`src/rtl/poly_op_ctrl.sv`:
```
// Sequencer for the polynomial-arithmetic datapath. It steps the address generator through
// NTT/INVNTT stages or a flat MULT/ADDSUB sweep and produces pipeline-aligned RAM enables.
module poly_op_ctrl #(
    parameter int PIPE_LAT   = 6,
    parameter int STAGE_CYC  = 32,
    parameter int NUM_STAGE  = 7,
    parameter int MULT_CYC   = 140,
    parameter int ADDSUB_CYC = 68
) (
    input  logic       clk,
    input  logic       rst,
    input  logic       start,
    input  logic [1:0] op,
    output logic       busy,
    output logic       done,
    output logic [1:0] mode,
    output logic [2:0] stage,
    output logic [7:0] cycle_cnt,
    output logic       rd_en,
    output logic       wr_en
);

    typedef enum logic [1:0] {
        S_IDLE,
        S_RUN,
        S_DRAIN,
        S_DONE
    } state_t;

    localparam logic [7:0] STAGE_LAST  = 8'(STAGE_CYC - 1);
    localparam logic [7:0] DRAIN_LAST  = 8'(PIPE_LAT - 1);
    localparam logic [2:0] LAST_STAGE  = 3'(NUM_STAGE - 1);
    localparam logic [7:0] MULT_LAST   = 8'(MULT_CYC - 1);
    localparam logic [7:0] ADDSUB_LAST = 8'(ADDSUB_CYC - 1);
    localparam logic [7:0] MULT_RD     = 8'd128;
    localparam logic [7:0] ADDSUB_RD   = 8'd64;
    localparam logic [7:0] MULT_WR0    = 8'(MULT_CYC - 128);
    localparam logic [7:0] ADDSUB_WR0  = 8'(ADDSUB_CYC - 64);

    state_t              state;
    logic [7:0]          drain_cnt;
    logic [PIPE_LAT-1:0] rd_pipe;
    logic                ntt_mode;

    // NTT and INVNTT share the staged schedule; MULT and ADDSUB are single flat sweeps.
    assign ntt_mode = ~mode[1];

    always_ff @(posedge clk) begin
        if (rst) begin
            state     <= S_IDLE;
            mode      <= 2'd0;
            stage     <= 3'd0;
            cycle_cnt <= 8'd0;
            drain_cnt <= 8'd0;
        end else begin
            case (state)
                S_IDLE: begin
                    if (start) begin
                        mode      <= op;
                        stage     <= 3'd0;
                        cycle_cnt <= 8'd0;
                        state     <= S_RUN;
                    end
                end
                S_RUN: begin
                    if (ntt_mode) begin
                        if (cycle_cnt == STAGE_LAST) begin
                            drain_cnt <= 8'd0;
                            state     <= S_DRAIN;
                        end else begin
                            cycle_cnt <= cycle_cnt + 8'd1;
                        end
                    end else if (cycle_cnt == (mode[0] ? ADDSUB_LAST : MULT_LAST)) begin
                        cycle_cnt <= 8'd0;
                        state     <= S_DONE;
                    end else begin
                        cycle_cnt <= cycle_cnt + 8'd1;
                    end
                end
                S_DRAIN: begin
                    // cycle_cnt holds while the butterfly pipeline empties.
                    if (drain_cnt == DRAIN_LAST) begin
                        cycle_cnt <= 8'd0;
                        if (stage == LAST_STAGE) begin
                            stage <= 3'd0;
                            state <= S_DONE;
                        end else begin
                            stage <= stage + 3'd1;
                            state <= S_RUN;
                        end
                    end else begin
                        drain_cnt <= drain_cnt + 8'd1;
                    end
                end
                default: begin
                    stage     <= 3'd0;
                    cycle_cnt <= 8'd0;
                    state     <= S_IDLE;
                end
            endcase
        end
    end

    // Write enable for staged ops tracks the datapath: reads re-emerge PIPE_LAT cycles later.
    always_ff @(posedge clk) begin
        if (rst) begin
            rd_pipe <= '0;
        end else begin
            rd_pipe <= {rd_pipe[PIPE_LAT-2:0], rd_en & ntt_mode};
        end
    end

    assign busy = (state != S_IDLE);
    assign done = (state == S_DONE);

    always_comb begin
        rd_en = 1'b0;
        wr_en = 1'b0;
        if (ntt_mode) begin
            rd_en = (state == S_RUN);
            wr_en = rd_pipe[PIPE_LAT-1];
        end else if (state == S_RUN) begin
            rd_en = cycle_cnt < (mode[0] ? ADDSUB_RD : MULT_RD);
            wr_en = cycle_cnt >= (mode[0] ? ADDSUB_WR0 : MULT_WR0);
        end
    end

endmodule

```
`config.mk`:
```
export PLATFORM = sky130hd
export DESIGN_NAME = poly_op_ctrl
export DESIGN_NICKNAME = d
export VERILOG_FILES = /design/src/rtl/poly_op_ctrl.sv
export SDC_FILE = /design/constraint.sdc
export NUM_CORES = 1
export LEC_CHECK = 0
export ABC_AREA = 1
export CORE_UTILIZATION = 54
export CTS_CLUSTER_SIZE = 30
export DETAILED_ROUTE_END_ITERATION = 7
export GPL_TIMING_DRIVEN = 0
export PLACE_DENSITY = 0.78
export RECOVER_POWER = 100
export SYNTH_ARGS = -nofsm -noshare
export SYNTH_HDL_FRONTEND = slang
export SYNTH_SLANG_ARGS = --single-unit
```
`constraint.sdc`:
```
create_clock -name clk -period 1.8 [get_ports clk]
set_input_delay 0.36 -clock clk [delete_from_list [all_inputs] [get_ports clk]]
set_output_delay 0.36 -clock clk [all_outputs]
set_load 0.01 [all_outputs]
```
**Word-level counts from Yosys, hierarchy flattened**

Index checks and enable logic that the tools add are counted.

- Bits in registers: 29
- Input port bits: 5
- Output and inout port bits: 17

- Reduce and logical (&&, ||, !) cells: 8
- Equality and inequality tests: 15
- Mux-type cells: 28
- Add/sub/neg operators: 3
- Order comparisons: 2
- Bitwise gates (word level): 3

Operator list:

| cell | number |
|---|---|
| 8-bit two-way mux | 10 |
| 8-bit case mux with 3 select lines | 1 |
| 8-bit by 1-bit adder with 8-bit output, second input constant | 2 |
| 8-bit case mux with 2 select lines | 1 |
| 2-bit two-way mux | 6 |
| 2-bit != test, second input constant | 5 |
| 3-bit two-way mux | 3 |
| 3-bit != test, second input constant | 3 |
| 3-bit case mux with 3 select lines | 1 |
| 8-bit by 3-bit equality test with 1-bit output, second input constant | 1 |
| 8-bit by 5-bit equality test with 1-bit output, second input constant | 1 |
| 8-bit equality test | 1 |
| 8-bit by 4-bit >= comparator with 1-bit output | 1 |
| 8-bit < comparator | 1 |
| 4-bit AND reduction | 2 |
| 2-bit case mux with 3 select lines | 1 |
| 3-bit AND reduction | 2 |
| 2-bit equality test, second input constant | 2 |
| 1-bit two-way mux | 4 |
| 4-bit two-way mux | 1 |
| 2-bit nonzero test | 2 |
| 3-bit by 1-bit adder with 3-bit output, second input constant | 1 |
| 3-bit equality test, second input constant | 1 |
| 2-bit by 1-bit equality test with 1-bit output, second input constant | 1 |
| other kinds (4) | 5 |

**Logic depth before layout (Yosys ltp)**

Gate-level depths: netlist (run 1).

- Depth in word-level cells: 5
- Depth in mapped cells: 11
- Gate-level depth less buffers: 11

**Least setup slack after synthesis (run 1)**

OpenSTA, ideal clock, no wires.

- Kind: register to register
- From: register cycle_cnt[1]
- To: register drain_cnt[1]
- Data required time: 1670 ps
- Arrival: 1397 ps
- Path slack: 273 ps
- Period minus slack after synthesis: 1527 ps
- Path buffers: 1
- Library setup time: 130 ps
- Cell stages (with the launch flop): 10
- Cell sequence: dfxtp_1 -> ha_1 -> nand2_2 -> nor2_4 -> nand3_2 -> nand2_2 -> buf_6 -> o21ai_0 -> o21ai_0 -> nor2_1

- Word-level cells in the longest chain between the ends: 3

Ends and longest elaborated chain:

| element | RTL line | RTL |
|---|---|---|
| start: declaration | 18 | `output logic [7:0] cycle_cnt,` |
| start signal: assignment | 71 | `cycle_cnt <= cycle_cnt + 8'd1;` |
| start signal: assignment | 77 | `cycle_cnt <= cycle_cnt + 8'd1;` |
| 8-bit by 5-bit equality test with 1-bit output | 67 | `if (cycle_cnt == STAGE_LAST) begin` |
| 2-bit != test (no line) | -- |  |
| 4-bit AND reduction (no line) | -- |  |
| end signal: assignment | 92 | `drain_cnt <= drain_cnt + 8'd1;` |
| end: declaration | 41 | `logic [7:0] drain_cnt;` |

No other way between the ends.
A chain may end at the register's enable or synchronous reset.

**Final worst setup path (run 1)**

- From: register state[1]
- To: output rd_en

- Word-level cells in the longest chain between the ends: 3

Ends and longest elaborated chain:

| element | RTL line | RTL |
|---|---|---|
| start: declaration | 40 | `state_t state;` |
| start signal: assignment | 50 | `state <= S_IDLE;` |
| start signal: assignment | 62 | `state <= S_RUN;` |
| start signal: assignment | 69 | `state <= S_DRAIN;` |
| 2-bit by 1-bit equality test with 1-bit output (*) | 120, 122 |  |
| 1-bit two-way mux | 122 | `end else if (state == S_RUN) begin` |
| 1-bit two-way mux (*) | 119 | `if (ntt_mode) begin` |
| end: declaration | 19 | `output logic rd_en,` |

Every way passes the cells marked *; elsewhere a longest branch is shown, timed or not.

==> run_results.csv, run 1 <==
group,metric,value,unit
global_route,met1_usage,0.341,
power,p_leak,0.920,nW
routing,drtAntennaViolNets,0,
synth,synth_cells,259,
sta,min_period,1.81,ns
die,die_h,58.1,µm
power,p_switching,0.000964,W
placement,portBuffers,20,
global_route,grt_pass1_wl,6.22,mm
final_layout,synthToLayoutAreaGrowth,24.7,%
sta,timing.fmax,553,MHz
routing,drt_iter0_drc,88,
sta,rsz0062_at_grt,"yes",
cts,ctsLongestPathBuffers,2,
die,die_area,3370,µm²
synth,syn-cell-area,1700,µm²
routing,vias,1668,
setup_path,critical-path-slowest-cell,"dfxtp_2",
global_route,grt-busiest-layer,"met2",
placement,pre_cts_ws,-0.182,ns
final_layout,final_util,0.736,
die,ios,22,
synth,syn-num-nets,271,
sta,layout_setup_ws,-0.00691,ns
synth,synthTopCellsByCount,"68 x nand2_1, 42 x inv_1, 40 x nor2_1, 29 x dfxtp_1, 17 x a21oi_1",
synth,synthArstFlopShare,0,
outcome,outcome,"complete, but fails checks",
setup_path,reg2reg_depth,9,
setup_path,crit_family,"flip-flops",
synth,syn_area_per_cell,6.55,µm²
global_route,grt.overflow.total,0,
die,fp.dieW,58.1,µm
synth,yosysMostFrequentCell,"nand2_1",
placement,hpwl,2.62,mm
setup_path,crit_fanout,7,
synth,yosys.cell_types.count,29,
sta,hold_viol,0,
setup_path,cp.arrival,1.45,ns
routing,wl_per_cell,11.4,µm
cts,clock-sinks,29,
die,num_rows,19,
die,start_util,0.590,
global_route,antenna_found_initial,0,
sta,tightest_slew,0.497,ns
setup_path,cp_num_buf_inv,3,
final_layout,fin_nets,300,
sta,relSlewSlack,0.669,
power,p_int,0.00135,W
setup_path,worst-setup-path-type,"flip-flop to output pin",
synth,ys_warn_count,0,
power,netSwitchingFraction,0.417,
power,share_seq_of_total_power,0.368,
setup_path,required,1.44,ns
cts,clock_latency,0.35,ns
cts,path_clk_slew,0.10,ns
cts,cts_tree,"yes",
setup_path,max_stage_delay,0.35,ns
power,power_density,1090,nW/µm²
synth,synth_seq_cells,29,
placement,placed_area,1950,µm²
cts,root_buffer,"clkbuf_4",
power,power,0.00231,W
global_route,grt_max_degree,11,
job,cap_violations,0,
synth,synth_top_area_frac,0.342,
placement,gp_congestion,0.913,
sta,whs,0.408,ns
synth,synth_edf_count,0,
min_path,holdPathStages,2,
routing,first_pass_iters,4,
final_layout,fin_area,2120,µm²
sta,setup_viol,1,
global_route,grtUsageMet2,0.369,
synth,yosysSeqAreaShare,0.342,
synth,yosys_most_used_dff,"dfxtp_1",
power,peakVddDrop,1.21,mV
global_route,grt_pass1_vias,1384,
setup_path,cp-start-kind,"flip-flop",
routing,wl,3.77,mm
global_route,use_met3,0.0469,
final_layout,drive_gt1_frac,0.183,
setup_path,crit_cells,6,
routing,viasPerCell,5.04,
setup_path,end_kind,"output pin",
outcome,violations,"setup timing",
die,core,2880,µm²
cts,ctsHoldBuffers,0,
min_path,hold_class,"flip-flop to flip-flop",
setup_path,cp_cell_sequence,"inv_4 > nand2_4 > nor2_4 > inv_1 > o31ai_1 > buf_2",
cts,cts_max_level,2,
global_route,grtUsageTotal,0.244,
sta,post-route-period-util,1.00,
synth,ys_top_cells_by_area,"dfxtp_1 34%, nand2_1 15%, inv_1 9.3%, nor2_1 8.8%, ha_1 5.2%",
power,p_clk_frac,0.206,
sta,slew_violations,0,
cts,cts_buffers,5,
routing,drc,0,
sta,clock-skew-final,0.0155,ns
final_layout,num_antenna_cells,0,
power,combinationalPowerShare,0.426,
synth,yosysTopAreaCell,"dfxtp_1",
[area by class of cell]
| class | count | area [µm²] |
|---|---|---|
| multi-input cells | 183 | 970 |
| fillers | 234 | 761 |
| flip-flops and latches | 29 | 609 |
| repair buffers | 22 | 220 |
| inverters | 43 | 164 |
| clock buffers | 7 | 65.1 |
| well taps | 42 | 52.6 |
| plain buffers | 4 | 30.0 |
| clock inverters | 1 | 5.00 |
[per-layer routing]
metal	part of all wire	wire length [µm]
met1	0.50	1890
met2	0.44	1640
met3	0.047	178
met4	0.017	63
met5	0	0
[worst min-delay path: cells and delay by family, from the launching register on]
kind / cells / cell delay (ns)
flip-flops: 1 / 0.30
buffers and inverters: 1 / 0.04
AND/OR/NAND/NOR: 1 / 0.03
[path summary, 6_finish.rpt]
check                             startpoint            to  slack, ns
worst max-delay path                state[1]         rd_en     -0.007
worst max register to register  cycle_cnt[0]  drain_cnt[1]       0.19
worst min-delay path              rd_pipe[3]    rd_pipe[4]       0.41
worst min register to register    rd_pipe[3]    rd_pipe[4]       0.41
[state kept, by name, indices dropped and copies added, names as in the netlist]
signal / count
cycle_cnt: 8
state: 2
stage: 3
mode: 2
rd_pipe: 6
drain_cnt: 8
[layout by cell type, fill, tap and decap left out, drive strengths merged]
master	Yosys	final
o31ai	1	1
nor3	2	2
nand4	4	4
clkdlybuf4s50	0	16
o21bai	1	1
dfxtp	29	29
o21ai	13	13
a31o	1	1
nand3	13	13
o211a	1	1
buf	3	6
or2	1	1
nor2	41	41
ha	7	7
dlygate4sd3	0	1
dlymetal6s2s	0	1
a21oi	21	21
nand2	71	71
inv	43	43
o211ai	1	1
xor2	1	1
clkinv	0	1
nand3b	3	3
a211oi	1	1
clkbuf	1	9
[kinds of logic after synthesis]
logic type,after synthesis,synth area share
adder cells (fa/ha/maj),7,0.0516
flip-flops,29,0.342
buffers and inverters,47,0.113
XOR/XNOR,1,0.00516
AO/OA/AOI/OAI,40,0.142
AND/OR/NAND/NOR,135,0.346
[per-stage QoR]
stage / TNS (ns) / instances
6_report: -0.00691 / 331
5_1_grt: -0.0621 / 331
4_1_cts: -0.00412 / 330
3_5_place_dp: -0.347 / 321
3_3_place_gp: -0.320 / 321
2_1_floorplan: 0 / 259
[power groups by stage]
stage	clock [W]	combinational, W	sequential, W
after floorplan	0	0.000634	0.000838
after global placement	0	0.000926	0.000841
after detailed placement	0	0.000935	0.000839
after CTS	0.000486	0.000962	0.000842
after global routing	0.000513	0.00110	0.000868
final	0.000477	0.000985	0.000852
[timing repair]
action / CTS / global route
pin swaps: 3 / 2
endpoints found under the setup margin: 5 / 6
buffers inserted: 1 / 1
resized for setup: 27 / 14
(Power assumes the default switching activity.)
==> inputs of run 2 (changes only) <==
GPL_TIMING_DRIVEN = not set   (was 0)
PLACE_DENSITY = 0.82   (was 0.78)
==> run_results.csv, run 2 (synthesized netlist as in run 1, its figures left out) <==
group,metric,value,unit
cts,cts_buffers,5,
placement,hpwl,2.86,mm
min_path,holdPathStages,2,
routing,drt_iter0_drc,71,
power,p_leak,0.957,nW
final_layout,synthToLayoutAreaGrowth,27.1,%
setup_path,cp.arrival,1.40,ns
sta,whs,0.401,ns
routing,vias,1731,
cts,path_clk_slew,0.10,ns
final_layout,num_antenna_cells,0,
routing,drc,1,
cts,cts_tree,"yes",
sta,slew_violations,0,
final_layout,drive_gt1_frac,0.159,
die,die_area,3370,µm²
final_layout,ff_latch_area,591,µm²
sta,timing.fmax,570,MHz
routing,drtAntennaViolNets,0,
global_route,grt-busiest-layer,"met2",
sta,post-route-period-util,0.975,
setup_path,end_kind,"output pin",
cts,clock_latency,0.34,ns
die,num_rows,19,
sta,hold_viol,0,
setup_path,reg2reg_depth,8,
setup_path,required,1.44,ns
sta,layout_setup_ws,0.0442,ns
final_layout,multi_input_area,968,µm²
routing,wl,3.87,mm
final_layout,layout_common_cells,"68 x nand2_1, 40 x inv_1, 40 x nor2_1, 25 x dfxtp_1, 18 x a21oi_1",
global_route,met1_usage,0.350,
global_route,grtUsageMet2,0.411,
cts,ctsLongestPathBuffers,2,
sta,tightest_slew,0.900,ns
routing,first_pass_iters,6,
global_route,grt_max_degree,19,
die,fp.dieW,58.1,µm
setup_path,cp-start-kind,"flip-flop",
cts,clock-sinks,29,
sta,rsz0062_at_grt,"yes",
global_route,antenna_found_initial,0,
global_route,grt_pass1_wl,6.83,mm
final_layout,fin_nets,313,
sta,clock-skew-final,0.0109,ns
outcome,violations,"DRC",
die,core,2880,µm²
setup_path,crit_fanout,4,
power,power_density,1050,nW/µm²
outcome,outcome,"complete, but fails checks",
sta,setup_viol,0,
setup_path,reg2reg_slack,0.14,ns
die,ios,22,
cts,ctsHoldBuffers,0,
sta,min_period,1.76,ns
setup_path,worst-setup-path-type,"flip-flop to output pin",
cts,cts_max_level,2,
final_layout,fillers,236,
global_route,grt_pass1_vias,1570,
global_route,grt.overflow.total,0,
job,cap_violations,0,
global_route,grtUsageTotal,0.264,
global_route,use_met3,0.0647,
final_layout,largest_registers,"cycle_cnt x8, drain_cnt x8, rd_pipe x6",
die,die_h,58.1,µm
final_layout,final_common_cell,"nand2_1",
sta,relSlewSlack,0.400,
power,power,0.00227,W
min_path,hold_class,"flip-flop to flip-flop",
placement,portBuffers,21,
cts,root_buffer,"clkbuf_4",
placement,pre_cts_ws,-0.0674,ns
routing,wl_per_cell,11.3,µm
power,peakVddDrop,0.971,mV
routing,viasPerCell,5.05,
placement,gp_congestion,0.959,
sta,timing.setup.tns,0,ns
die,start_util,0.590,
## run 2: cell count changes in the layout (fill, tap and decap cells not counted), moves of 2 or more
cell | before | now
dfxtp_2 | 8 | 2
nor2_1 | 38 | 40
dfxtp_4 | 5 | 2
dlygate4sd2_1 | 0 | 2
clkbuf_1 | 2 | 4
buf_4 | 1 | 13
dfxtp_1 | 16 | 25
inv_2 | 5 | 3
inv_1 | 37 | 40
## run 2: path summary, 6_finish.rpt
check / startpoint / to
setup / recovery: mode[0] / rd_en
hold / removal: rd_pipe[4] / rd_pipe[5]
setup reg to reg: state[1] / drain_cnt[1]
hold reg to reg: rd_pipe[4] / rd_pipe[5]
## run 2: area by class of cell
| class | instances | share of cell area |
|---|---|---|
| clock buffer | 7 | 0.0255 |
| inverter | 43 | 0.0748 |
| multi-input combinational | 183 | 0.449 |
| sequential | 29 | 0.274 |
| tap | 42 | 0.0244 |
| timing repair buffer | 39 | 0.153 |
## run 2: through the flow
step	area (µm²)	instances	utilization
after floorplan	1700	259	-
after global placement	2060	336	0.718
after detailed placement	2060	336	0.718
after CTS	2140	343	0.745
after global routing	2160	343	0.750
final	2160	343	0.750
## run 2: routing by layer
layer | vias to the layer above | wire, µm | part of all wire
li1 | 897 | - | -
met1 | 784 | 1880 | 0.49
met2 | 41 | 1730 | 0.45
met3 | 9 | 181 | 0.047
met4 | 0 | 78 | 0.020
met5 | - | 0 | 0
## run 2: critical path, stage by stage (launching register included)
cell,delay [ns]
dfxtp_4,0.40
buf_6,0.10
ha_1,0.13
nor2_1,0.04
o31ai_1,0.22
buf_2,0.17
## run 2: where the power goes
part           internal (W)  switching, W
clock network      0.000184      0.000225
logic              0.000415      0.000650
registers          0.000730     0.0000687
## run 2: what timing repair did
| item | CTS | global route |
|---|---|---|
| pin swaps | 0 | 3 |
| setup endpoints to repair | 5 | 7 |
| resized for setup | 17 | 12 |
| gates cloned | 0 | 0 |
| buffers inserted | 0 | 0 |
==> inputs of run 3 (changes only) <==
--- a/config.mk
+++ b/config.mk
@@ -11,2 +11,3 @@
 export DETAILED_ROUTE_END_ITERATION = 7
+export HOLD_SLACK_MARGIN = 0.08
 export PLACE_DENSITY = 0.82
@@ -16 +17,2 @@
 export SYNTH_SLANG_ARGS = --single-unit
+export TNS_END_PERCENT = 1
--- a/constraint.sdc
+++ b/constraint.sdc
@@ -3,2 +3,2 @@
 set_output_delay 0.36 -clock clk [all_outputs]
-set_load 0.01 [all_outputs]
+set_load 0.1 [all_outputs]
==> run_results.csv, run 3 (synthesized netlist as in run 1, its figures left out) <==
group,metric,value,unit
setup_path,max_stage_delay,0.34,ns
die,ios,22,
setup_path,required,1.44,ns
sta,relSlewSlack,0.402,
cts,clock_latency,0.33,ns
routing,drc,1,
cts,root_buffer,"clkbuf_4",
global_route,grt.overflow.total,0,
sta,clock-skew-final,0.0153,ns
placement,portBuffers,21,
outcome,violations,"DRC, setup timing",
setup_path,critical-path-slowest-cell,"dfxtp_1",
die,fp.dieW,58.1,µm
power,share_seq_of_total_power,0.288,
setup_path,cp-start-kind,"flip-flop",
final_layout,layout_common_cells,"68 x nand2_1, 37 x nor2_1, 35 x inv_1, 20 x dfxtp_1, 17 x a21oi_1",
final_layout,fin_nets,303,
final_layout,synthToLayoutAreaGrowth,32.3,%
final_layout,num_antenna_cells,0,
global_route,antenna_found_initial,0,
routing,route.met3.wl,227,µm
routing,first_pass_iters,6,
routing,viasPerCell,5.21,
sta,min_period,1.92,ns
cts,path_clk_slew,0.09,ns
cts,cts_tree,"yes",
routing,drt_iter0_drc,97,
placement,hpwl,2.91,mm
power,power,0.00296,W
outcome,outcome,"complete, but fails checks",
min_path,whs_endpoint,"rd_pipe[2]",
setup_path,worst-setup-path-type,"flip-flop to output pin",
power,power_density,1320,nW/µm²
power,p_int,0.00147,W
cts,clock-sinks,29,
cts,cts_max_level,2,
routing,drtAntennaViolNets,0,
setup_path,cpMostUsedCell,"inv_2",
sta,layout_setup_ws,-0.117,ns
routing,wl,4.08,mm
final_layout,final_util,0.780,
global_route,grt_pass1_wl,6.68,mm
power,p_leak,0.979,nW
global_route,grt_pass1_vias,1517,
min_path,hold_class,"flip-flop to flip-flop",
power,combinationalPowerShare,0.539,
min_path,min_from,"rd_pipe[1]",
placement,gp_congestion,0.927,
routing,met2_length,1.90,mm
power,p_clk_frac,0.173,
sta,slew_violations,0,
job,cap_violations,0,
setup_path,reg2reg_depth,8,
sta,rsz0062_at_grt,"yes",
routing,vias,1740,
setup_path,cp_cell_sequence,"inv_2 > nand2_4 > nor2_4 > inv_2 > o31ai_4 > buf_12",
final_layout,drive_gt1_frac,0.243,
setup_path,end_kind,"output pin",
die,start_util,0.590,
sta,timing.fmax,522,MHz
setup_path,reg2reg_slack,0,ns
power,p_switching,0.00149,W
sta,setup_viol,2,
setup_path,cp.arrival,1.56,ns
sta,post-route-period-util,1.06,
final_layout,final_common_cell,"nand2_1",
power,peakVddDrop,1.62,mV
cts,cts_buffers,5,
global_route,grtUsageTotal,0.261,
sta,hold_viol,0,
routing,wl_per_cell,12.2,µm
setup_path,crit_fanout,7,
routing,routed.top_layer,"met4",
die,die_h,58.1,µm
cts,ctsLongestPathBuffers,2,
die,die_area,3370,µm²
setup_path,crit_start,"state[1]",
power,netSwitchingFraction,0.503,
global_route,grt_max_degree,19,
sta,whs,0.409,ns
die,core,2880,µm²
sta,tightest_slew,0.897,ns
final_layout,largest_registers,"cycle_cnt x8, drain_cnt x8, rd_pipe x6",
final_layout,fillers,193,
min_path,holdPathStages,2,
setup_path,reg2reg_from,"cycle_cnt[1]",
die,num_rows,19,
setup_path,r2r-end,"drain_cnt[3]",
routing,wl_met1,1.91,mm
run 3: metal layers:
layer,track usage,vias up
li1,-,882
met3,0.0491,6
met1,0.354,788
met5,0,-
met2,0.406,64
met4,0.112,0
run 3: stage by stage:
step / cell area (µm²) / setup slack, ns / setup TNS [ns] / std cells
final: 2240 / -0.117 / -0.165 / 334
after global routing: 2240 / -0.164 / -1.35 / 334
after CTS: 2310 / -0.102 / -0.202 / 332
after detailed placement: 2210 / 0.0866 / 0 / 324
after global placement: 2210 / 0.187 / 0 / 324
after floorplan: 1760 / -0.271 / -0.942 / 259
run 3: worst max-delay path by stage:
stage / to / slack [ns]
2_1_floorplan: rd_en / -0.27
3_3_place_gp: wr_en / 0.19
3_5_place_dp: drain_cnt[3] / 0.09
4_1_cts: rd_en / -0.10
5_1_grt: rd_en / -0.16
6_report: rd_en / -0.12
run 3: timing repair:
action,CTS,global route
pin swaps,1,3
buffers inserted,0,2
hold buffers,0,0
cloned,0,0
gates resized for setup,6,11
setup endpoints to repair,2,7
run 3: power by group through the flow:
stage	registers (W)	logic, W	clock network [W]
after global placement	0.000860	0.00161	0
after detailed placement	0.000864	0.00164	0
after floorplan	0.00111	0.000910	0
after global routing	0.000869	0.00172	0.000547
final	0.000854	0.00160	0.000514
after CTS	0.000858	0.00168	0.000520
run 3: cell type report:
| cell class | instances | area, µm² | area share |
|---|---|---|---|
| clock buffer | 8 | 80.1 | 0.0357 |
| inverter | 43 | 166 | 0.0741 |
| multi-input combinational | 183 | 1000 | 0.448 |
| sequential | 29 | 607 | 0.270 |
| tap | 42 | 52.6 | 0.0234 |
| timing repair buffer | 29 | 334 | 0.149 |
run 3: critical path: cells and delay by family, from the launching register on:
kind	cells	cell delay, ns
buffers and inverters	3	0.39
AO/OA/AOI/OAI	1	0.27
flip-flops	1	0.34
AND/OR/NAND/NOR	2	0.23
